**config.mk**
```make
export PLATFORM = sky130hd
export DESIGN_NAME = hazard_unit
export DESIGN_NICKNAME = d
export VERILOG_FILES = /design/src/rtl/hazard_unit_pkg.sv /design/src/rtl/hazard_unit.sv
export SDC_FILE = /design/constraint.sdc
export NUM_CORES = 1
export LEC_CHECK = 0
export CORE_ASPECT_RATIO = 2
export CORE_MARGIN = 2
export CORE_UTILIZATION = 35
export CTS_BUF_LIST = sky130_fd_sc_hd__clkbuf_8
export CTS_CLUSTER_DIAMETER = 120
export DETAILED_ROUTE_END_ITERATION = 10
export DONT_BUFFER_PORTS = 1
export MAX_ROUTING_LAYER = met4
export PLACE_DENSITY = 0.5
export SYNTH_ARGS = -nofsm -noshare
export SYNTH_HDL_FRONTEND = slang
export SYNTH_SLANG_ARGS = --single-unit
```
**constraint.sdc**
```tcl
create_clock -name clk -period 4.1 [get_ports clk]
set_input_delay 0.82 -clock clk [delete_from_list [all_inputs] [get_ports clk]]
set_output_delay 0.82 -clock clk [all_outputs]
set_load 0.01 [all_outputs]
```
**src/rtl/hazard_unit_pkg.sv**
```systemverilog
// Shared opcode/funct constants and FSM encoding for the hazard unit and control decoder.
// Helper functions classify the instruction sitting in ID.
package hazard_unit_pkg;

    localparam logic [5:0] OP_RTYPE = 6'h00;
    localparam logic [5:0] OP_J     = 6'h02;
    localparam logic [5:0] OP_JAL   = 6'h03;
    localparam logic [5:0] OP_BEQ   = 6'h04;
    localparam logic [5:0] OP_LW    = 6'h23;
    localparam logic [5:0] OP_SW    = 6'h2b;

    localparam logic [5:0] FN_JR    = 6'h08;
    localparam logic [5:0] FN_JALR  = 6'h09;

    localparam logic [15:0] STALL_COUNT_MAX = 16'hFFFF;

    // Opcodes whose rt field is a source operand rather than a destination.
    localparam int RT_READ_NUM = 3;
    localparam logic [5:0] RT_READ_OPS [RT_READ_NUM] = '{OP_RTYPE, OP_BEQ, OP_SW};

    typedef enum logic [1:0] {
        ST_RUN    = 2'd0,
        ST_BUBBLE = 2'd1,
        ST_FLUSH  = 2'd2
    } hazardState_t;

    function automatic logic isJump(input logic [5:0] opCode, input logic [5:0] funct);
        return (opCode == OP_J) || (opCode == OP_JAL) ||
               ((opCode == OP_RTYPE) && ((funct == FN_JR) || (funct == FN_JALR)));
    endfunction

endpackage

```
**src/rtl/hazard_unit.sv**
```systemverilog
// Load-use stall, taken-branch flush and jump flush control for a 5-stage pipeline.
// Tracks the load in EX and counts every cycle spent on a bubble or flush.
module hazard_unit
    import hazard_unit_pkg::*;
(
    input  logic        clk,
    input  logic        reset,
    input  logic [5:0]  OpCodeID,
    input  logic [5:0]  FunctID,
    input  logic [4:0]  RsID,
    input  logic [4:0]  RtID,
    input  logic        BranchTakenEX,
    output logic        stall,
    output logic        PCWrite,
    output logic        IFIDWrite,
    output logic        IFIDFlush,
    output logic        IDEXFlush,
    output logic [15:0] StallCount
);

    hazardState_t stateReg, stateNext;
    logic         ldValidReg, ldValidNext;
    logic [4:0]   ldRtReg;
    logic [15:0]  stallCountReg;

    logic [RT_READ_NUM-1:0] rtReadHit;
    logic                   rtRead;
    logic                   hazard;
    logic                   jumpID;

    genvar gi;
    generate
        for (gi = 0; gi < RT_READ_NUM; gi++) begin : gRtRead
            assign rtReadHit[gi] = (OpCodeID == RT_READ_OPS[gi]);
        end
    endgenerate

    assign rtRead = |rtReadHit;
    assign jumpID = isJump(OpCodeID, FunctID);

    // ld_v is already 0 in BUBBLE and FLUSH, so hazard can only fire in RUN.
    assign hazard = ldValidReg && (ldRtReg != 5'd0) &&
                    ((ldRtReg == RsID) || (rtRead && (ldRtReg == RtID)));

    always_comb begin
        stall     = 1'b0;
        PCWrite   = 1'b1;
        IFIDWrite = 1'b1;
        IFIDFlush = 1'b0;
        IDEXFlush = 1'b0;
        stateNext = ST_RUN;
        if (reset) begin
            stateNext = ST_RUN;
        end else if (BranchTakenEX && (stateReg != ST_FLUSH)) begin
            // A taken branch squashes whatever ID holds, including a stalled load consumer.
            IFIDFlush = 1'b1;
            IDEXFlush = 1'b1;
            stateNext = ST_FLUSH;
        end else begin
            case (stateReg)
                ST_RUN: begin
                    if (hazard) begin
                        stall     = 1'b1;
                        PCWrite   = 1'b0;
                        IFIDWrite = 1'b0;
                        IDEXFlush = 1'b1;
                        stateNext = ST_BUBBLE;
                    end else if (jumpID) begin
                        IFIDFlush = 1'b1;
                    end
                end
                ST_BUBBLE: begin
                    // A jump held by the stall is accepted now and squashes its fall-through fetch.
                    if (jumpID) begin
                        IFIDFlush = 1'b1;
                    end
                    stateNext = ST_RUN;
                end
                ST_FLUSH: stateNext = ST_RUN;
                default:  stateNext = ST_RUN;
            endcase
        end
    end

    assign ldValidNext = (OpCodeID == OP_LW) && !stall && !IDEXFlush && (stateReg != ST_FLUSH);

    always_ff @(posedge clk) begin
        if (reset) begin
            stateReg      <= ST_RUN;
            ldValidReg    <= 1'b0;
            ldRtReg       <= 5'd0;
            stallCountReg <= 16'd0;
        end else begin
            stateReg   <= stateNext;
            ldValidReg <= ldValidNext;
            ldRtReg    <= RtID;
            if ((stall || IFIDFlush || IDEXFlush) && (stallCountReg != STALL_COUNT_MAX)) begin
                stallCountReg <= stallCountReg + 16'd1;
            end
        end
    end

    assign StallCount = stallCountReg;

endmodule

```
### Word level (Yosys, flattened, before mapping)

Index checks and enable logic that the tools add are counted.

* input port bits: 25
* output and inout bits: 21
* word-level logic and storage cells: 59
* register bits after elaboration: 24

* $add $sub $neg: 1
* reductions and logical operators: 22
* equal/unequal tests: 12
* mux-type cells: 18
* bitwise operators: 1

Operators by type and width (count)
* 16-bit by 1-bit adder with 16-bit output, second input constant: 1
* 16-bit != test, second input constant: 1
* 1-bit two-way mux: 15
* 6-bit by 2-bit equality test with 1-bit output, second input constant: 2
* 6-bit by 4-bit equality test with 1-bit output, second input constant: 2
* 6-bit equality test, second input constant: 2
* 5-bit equality test: 2
* 1-bit logical AND: 9
* 6-bit by 3-bit equality test with 1-bit output, second input constant: 1
* 6-bit zero test: 1
* 1-bit logical OR: 6
* 3-bit OR reduction: 2
* 5-bit nonzero test: 1
* 2-bit two-way mux: 2
* 2-bit by 1-bit equality test with 1-bit output, second input constant: 1
* 1-bit zero test: 2
* 2-bit zero test: 1
* 2-bit != test, second input constant: 1
* 1-bit one-hot mux with 2 select lines: 1
* 1-bit NOT: 1

### Depth between registers and ports, before layout

* depth after elaboration: 13
* mapped depth: 9
* gate-level depth less buffers: 6

### Worst setup path before layout

OpenSTA, ideal clock, no wires.

* path kind: input-to-output
* start point: in OpCodeID[0]
* end point: out PCWrite
* stages: 7
* slack: 704 ps
* required time: 3280 ps
* buffers on the path: 1
* data arrival time: 2576 ps
* cells stage by stage: or4_1 o31a_2 nor4_4 nor2_1 nor3_1 inv_1 buf_4

* cells in the longest elaborated chain, start to end: 9
* elaborated cells between the ends (all ways): 11
* those cells by class: 2 x eq/ne; 4 x mux; 5 x reduce/logical

RTL lines
* start, declared: RTL line hazard_unit.sv:8 `input logic [5:0] OpCodeID,`
* 6-bit by 3-bit equality test with 1-bit output (tied with other cells): RTL line hazard_unit.sv:34 `assign rtReadHit[gi] = (OpCodeID == RT_READ_OPS[gi]);`
* 3-bit OR reduction (*): RTL line hazard_unit.sv:38 `assign rtRead = |rtReadHit;`
* 1-bit logical AND (*): RTL line hazard_unit.sv:43 `((ldRtReg == RsID) || (rtRead && (ldRtReg == RtID)));`
* 1-bit logical OR (*): RTL line hazard_unit.sv:43
* 1-bit logical AND (*): RTL line hazard_unit.sv:42 `assign hazard = ldValidReg && (ldRtReg != 5'd0) &&`
* 1-bit two-way mux (*) (4 in series)
* end, declared: RTL line hazard_unit.sv:14 `output logic PCWrite,`

Every way passes the cells marked *; elsewhere a longest branch is shown, timed or not.

### Final worst setup path

Ends and elaborated chain as after synthesis.

==> impl_metrics.yaml <==
outcome:
  status: "finished clean"
floorplan:
  rows: 33
  die-area_um2: 4780
  ios: 46
  die_h_um: 95.8
  core-area_um2: 4090
  die_w_um: 49.9
  initial_core_util_pct: 36.1
placed_design:
  port_buffers: 0
  place_congestion: 0.843
  dp_slack_ns: 0.733
  dp_cells: 211
  hpwl_um: 2720
power:
  leakagePower_nw: 0.505
  power.density_nw_per_um2: 320
  sw_frac_of_total_pct: 22.3
  internal_power_w: 0.000387
  p_clk_share_pct: 42.3
  pwr-share-seq_pct: 49.5
  power_frac_comb_pct: 8.2
  power_switching_w: 0.000111
  power.total_w: 0.000498
  ir_drop_mv: 0.180
clock_network:
  post_cts_buffers: 0
  clock_sinks: 24
  cts.clk_slew.worst_paths_ns: 0.09
  clk_latency_ns: 0.27
  cts.repair.resized: 0
  hold_buffers: 0
  clockBufferDepth: 2
  cts_tree: "built"
  cts_root_buffer: "clkbuf_8"
  h-tree-depth: 1
  cts_buffers: 3
sta:
  rsz0062_at_grt: "no"
  fmax_mhz: 297
  setup_viol: 0
  period_minus_slack_ns: 3.36
  drv_slew: 0
  setup-tns-final_ns: 0
  post-route-period-util_pct: 82.0
  worst_slack_ns: 0.736
  clock_skew_ns: 0.00227
  hold_viol: 0
  max-slew-margin-rel_pct: 70.4
  worst_slew_pin_slew_ns: 0.440
critical_path:
  worst-path-buf-inv: 1
  worstPathRequired_ns: 3.28
  cpPeakStageDelay_ns: 0.50
  path_delay_family: "simple AND/OR/NAND/NOR gates"
  critPathLaunchType: "input port"
  slowest_stage: "or4_1"
  path_max_fanout: 4
  arrival_ns: 2.54
  path_cells: "or4_1 -> o31a_2 -> nor4_4 -> nor2_1 -> nor3_1 -> inv_1"
  path_class: "input port to output pin"
  reg2reg_from: "ldRtReg[1]"
  critPathCaptureType: "output pin"
  worstSetupStartpoint: "OpCodeID[0]"
global_route:
  grt_overflow: 0
  grt.total_usage_pct: 16.3
  antenna_found_initial: 0
  grt_pass1_wl_um: 5880
  grt_start_max_net_pins: 29
  grt_pass1_vias: 1312
synth:
  ys_types: 48
  synth_top_area_share_pct: 32.6
  ys_ff_latch: 24
  syn-num-nets: 192
  synth_area_leaders: "dfxtp_1 33%, xnor2_1 5.9%, or4_1 4.6%"
  ys_seq_area_share_pct: 32.6
  synthCells: 166
  async_reset_ff_share_pct: 0
  synth_warnings: 0
  synth_edf_count: 0
  ys.flop_type: "dfxtp_1"
  synth_area_um2: 1470
  synth.largest_area_cell: "dfxtp_1"
  avgSynthCellArea_um2: 8.88
worst_hold_path:
  hold_class: "register to register"
  min_from: "StallCount[5]"
finish:
  synthToLayoutAreaGrowth_pct: 5.60
  fin_nets: 190
  multi_input_area_um2: 906
  antenna_cells: 0
  finalNonFillerCells: 215
  drive_gt1_share_pct: 12.3
  fillers: 415
  seq_area_um2: 480
  final_util_pct: 38.1
flow_run:
  cap_violations: 0
route:
  drc_errors: 0
  vias: 1283
  drt-wirelength-per-cell_um: 16.6
  antenna_left: 0
  drt_iter0_drc: 31
  drtPass1Iterations: 4
  wl_um: 3580
  avgViaCountPerCell: 5.97
-- cell usage in the layout (no fill, tap or decap), drive strengths merged, types with 4 or more instances in the layout --
| master | n |
|---|---|
| dfxtp | 24 |
| nand2 | 16 |
| or4 | 11 |
| xnor2 | 10 |
| nor2b | 10 |
| nand4 | 7 |
| o31ai | 7 |
| nor4 | 7 |
| inv | 6 |
| nor2 | 6 |
| nand3 | 5 |
| o311ai | 5 |
| a21oi | 5 |
| and2 | 4 |
| o21ai | 4 |
-- flip-flops by register name, summed over array words and instances, names as in the netlist --
register	flops
StallCount	16
ldRtReg	5
ldValidReg	1
stateReg	2
-- final timing paths --
check | end | slack [ns] | depth (start not counted)
worst max-delay path | PCWrite | 0.74 | 6
worst max register to register | StallCount[8] | 1.64 | 6
worst min-delay path | StallCount[5] | 0.54 | 1
worst min register to register | StallCount[5] | 0.54 | 1
-- cell usage after synthesis (4+ instances only) --
| cell | n |
|---|---|
| dfxtp_1 | 24 |
| nand2_1 | 15 |
| nor2b_1 | 10 |
| xnor2_1 | 10 |
| or4_1 | 9 |
| nand4_1 | 7 |
| o31ai_1 | 7 |
| inv_1 | 6 |
| nor2_1 | 6 |
| nand3_1 | 5 |
| o311ai_0 | 5 |
| a21oi_1 | 4 |
| nor4_1 | 4 |
-- layer usage --
layer  track usage [%]  wire length [um]
met2              31.3              1960
met1              15.1              1340
met3              3.57               211
met5                 -                 0
met4              6.71                64
-- final cells by class --
type	count	area share, %
clock inverters	1	1.93
clock buffers	3	2.65
repair buffers	1	0.482
well taps	52	4.18
multi-input cells	127	58.2
flip-flops and latches	24	30.9
inverters	7	1.69
-- logic make-up after synthesis --
family / Yosys count / synth area share [%]
AOI/OAI and AO/OA: 29 / 15.2
xor gates and xnor gates: 10 / 5.94
adders and majority gates: 1 / 0.849
buffers and inverters: 15 / 5.94
DFF: 24 / 32.6
muxes: 4 / 2.97
and+or+nand+nor: 83 / 36.5
-- power groups by stage --
stage               Sequential [W]  Combinational [W]  Clock (W)
detailed placement        0.000253          0.0000405          0
global placement          0.000252          0.0000391          0
CTS                       0.000247          0.0000408   0.000219
global route              0.000248          0.0000449   0.000230
floorplan                 0.000251          0.0000377          0
finish                    0.000247          0.0000408   0.000211
-- metrics by stage --
step	hold WS [ns]	cell area, um2
finish	0.542	1560
CTS	0.547	1560
floorplan	0.490	1470
detailed placement	0.525	1490
global placement	0.509	1490
global route	0.573	1560
Note: power is estimated with default switching activity, not from simulation.
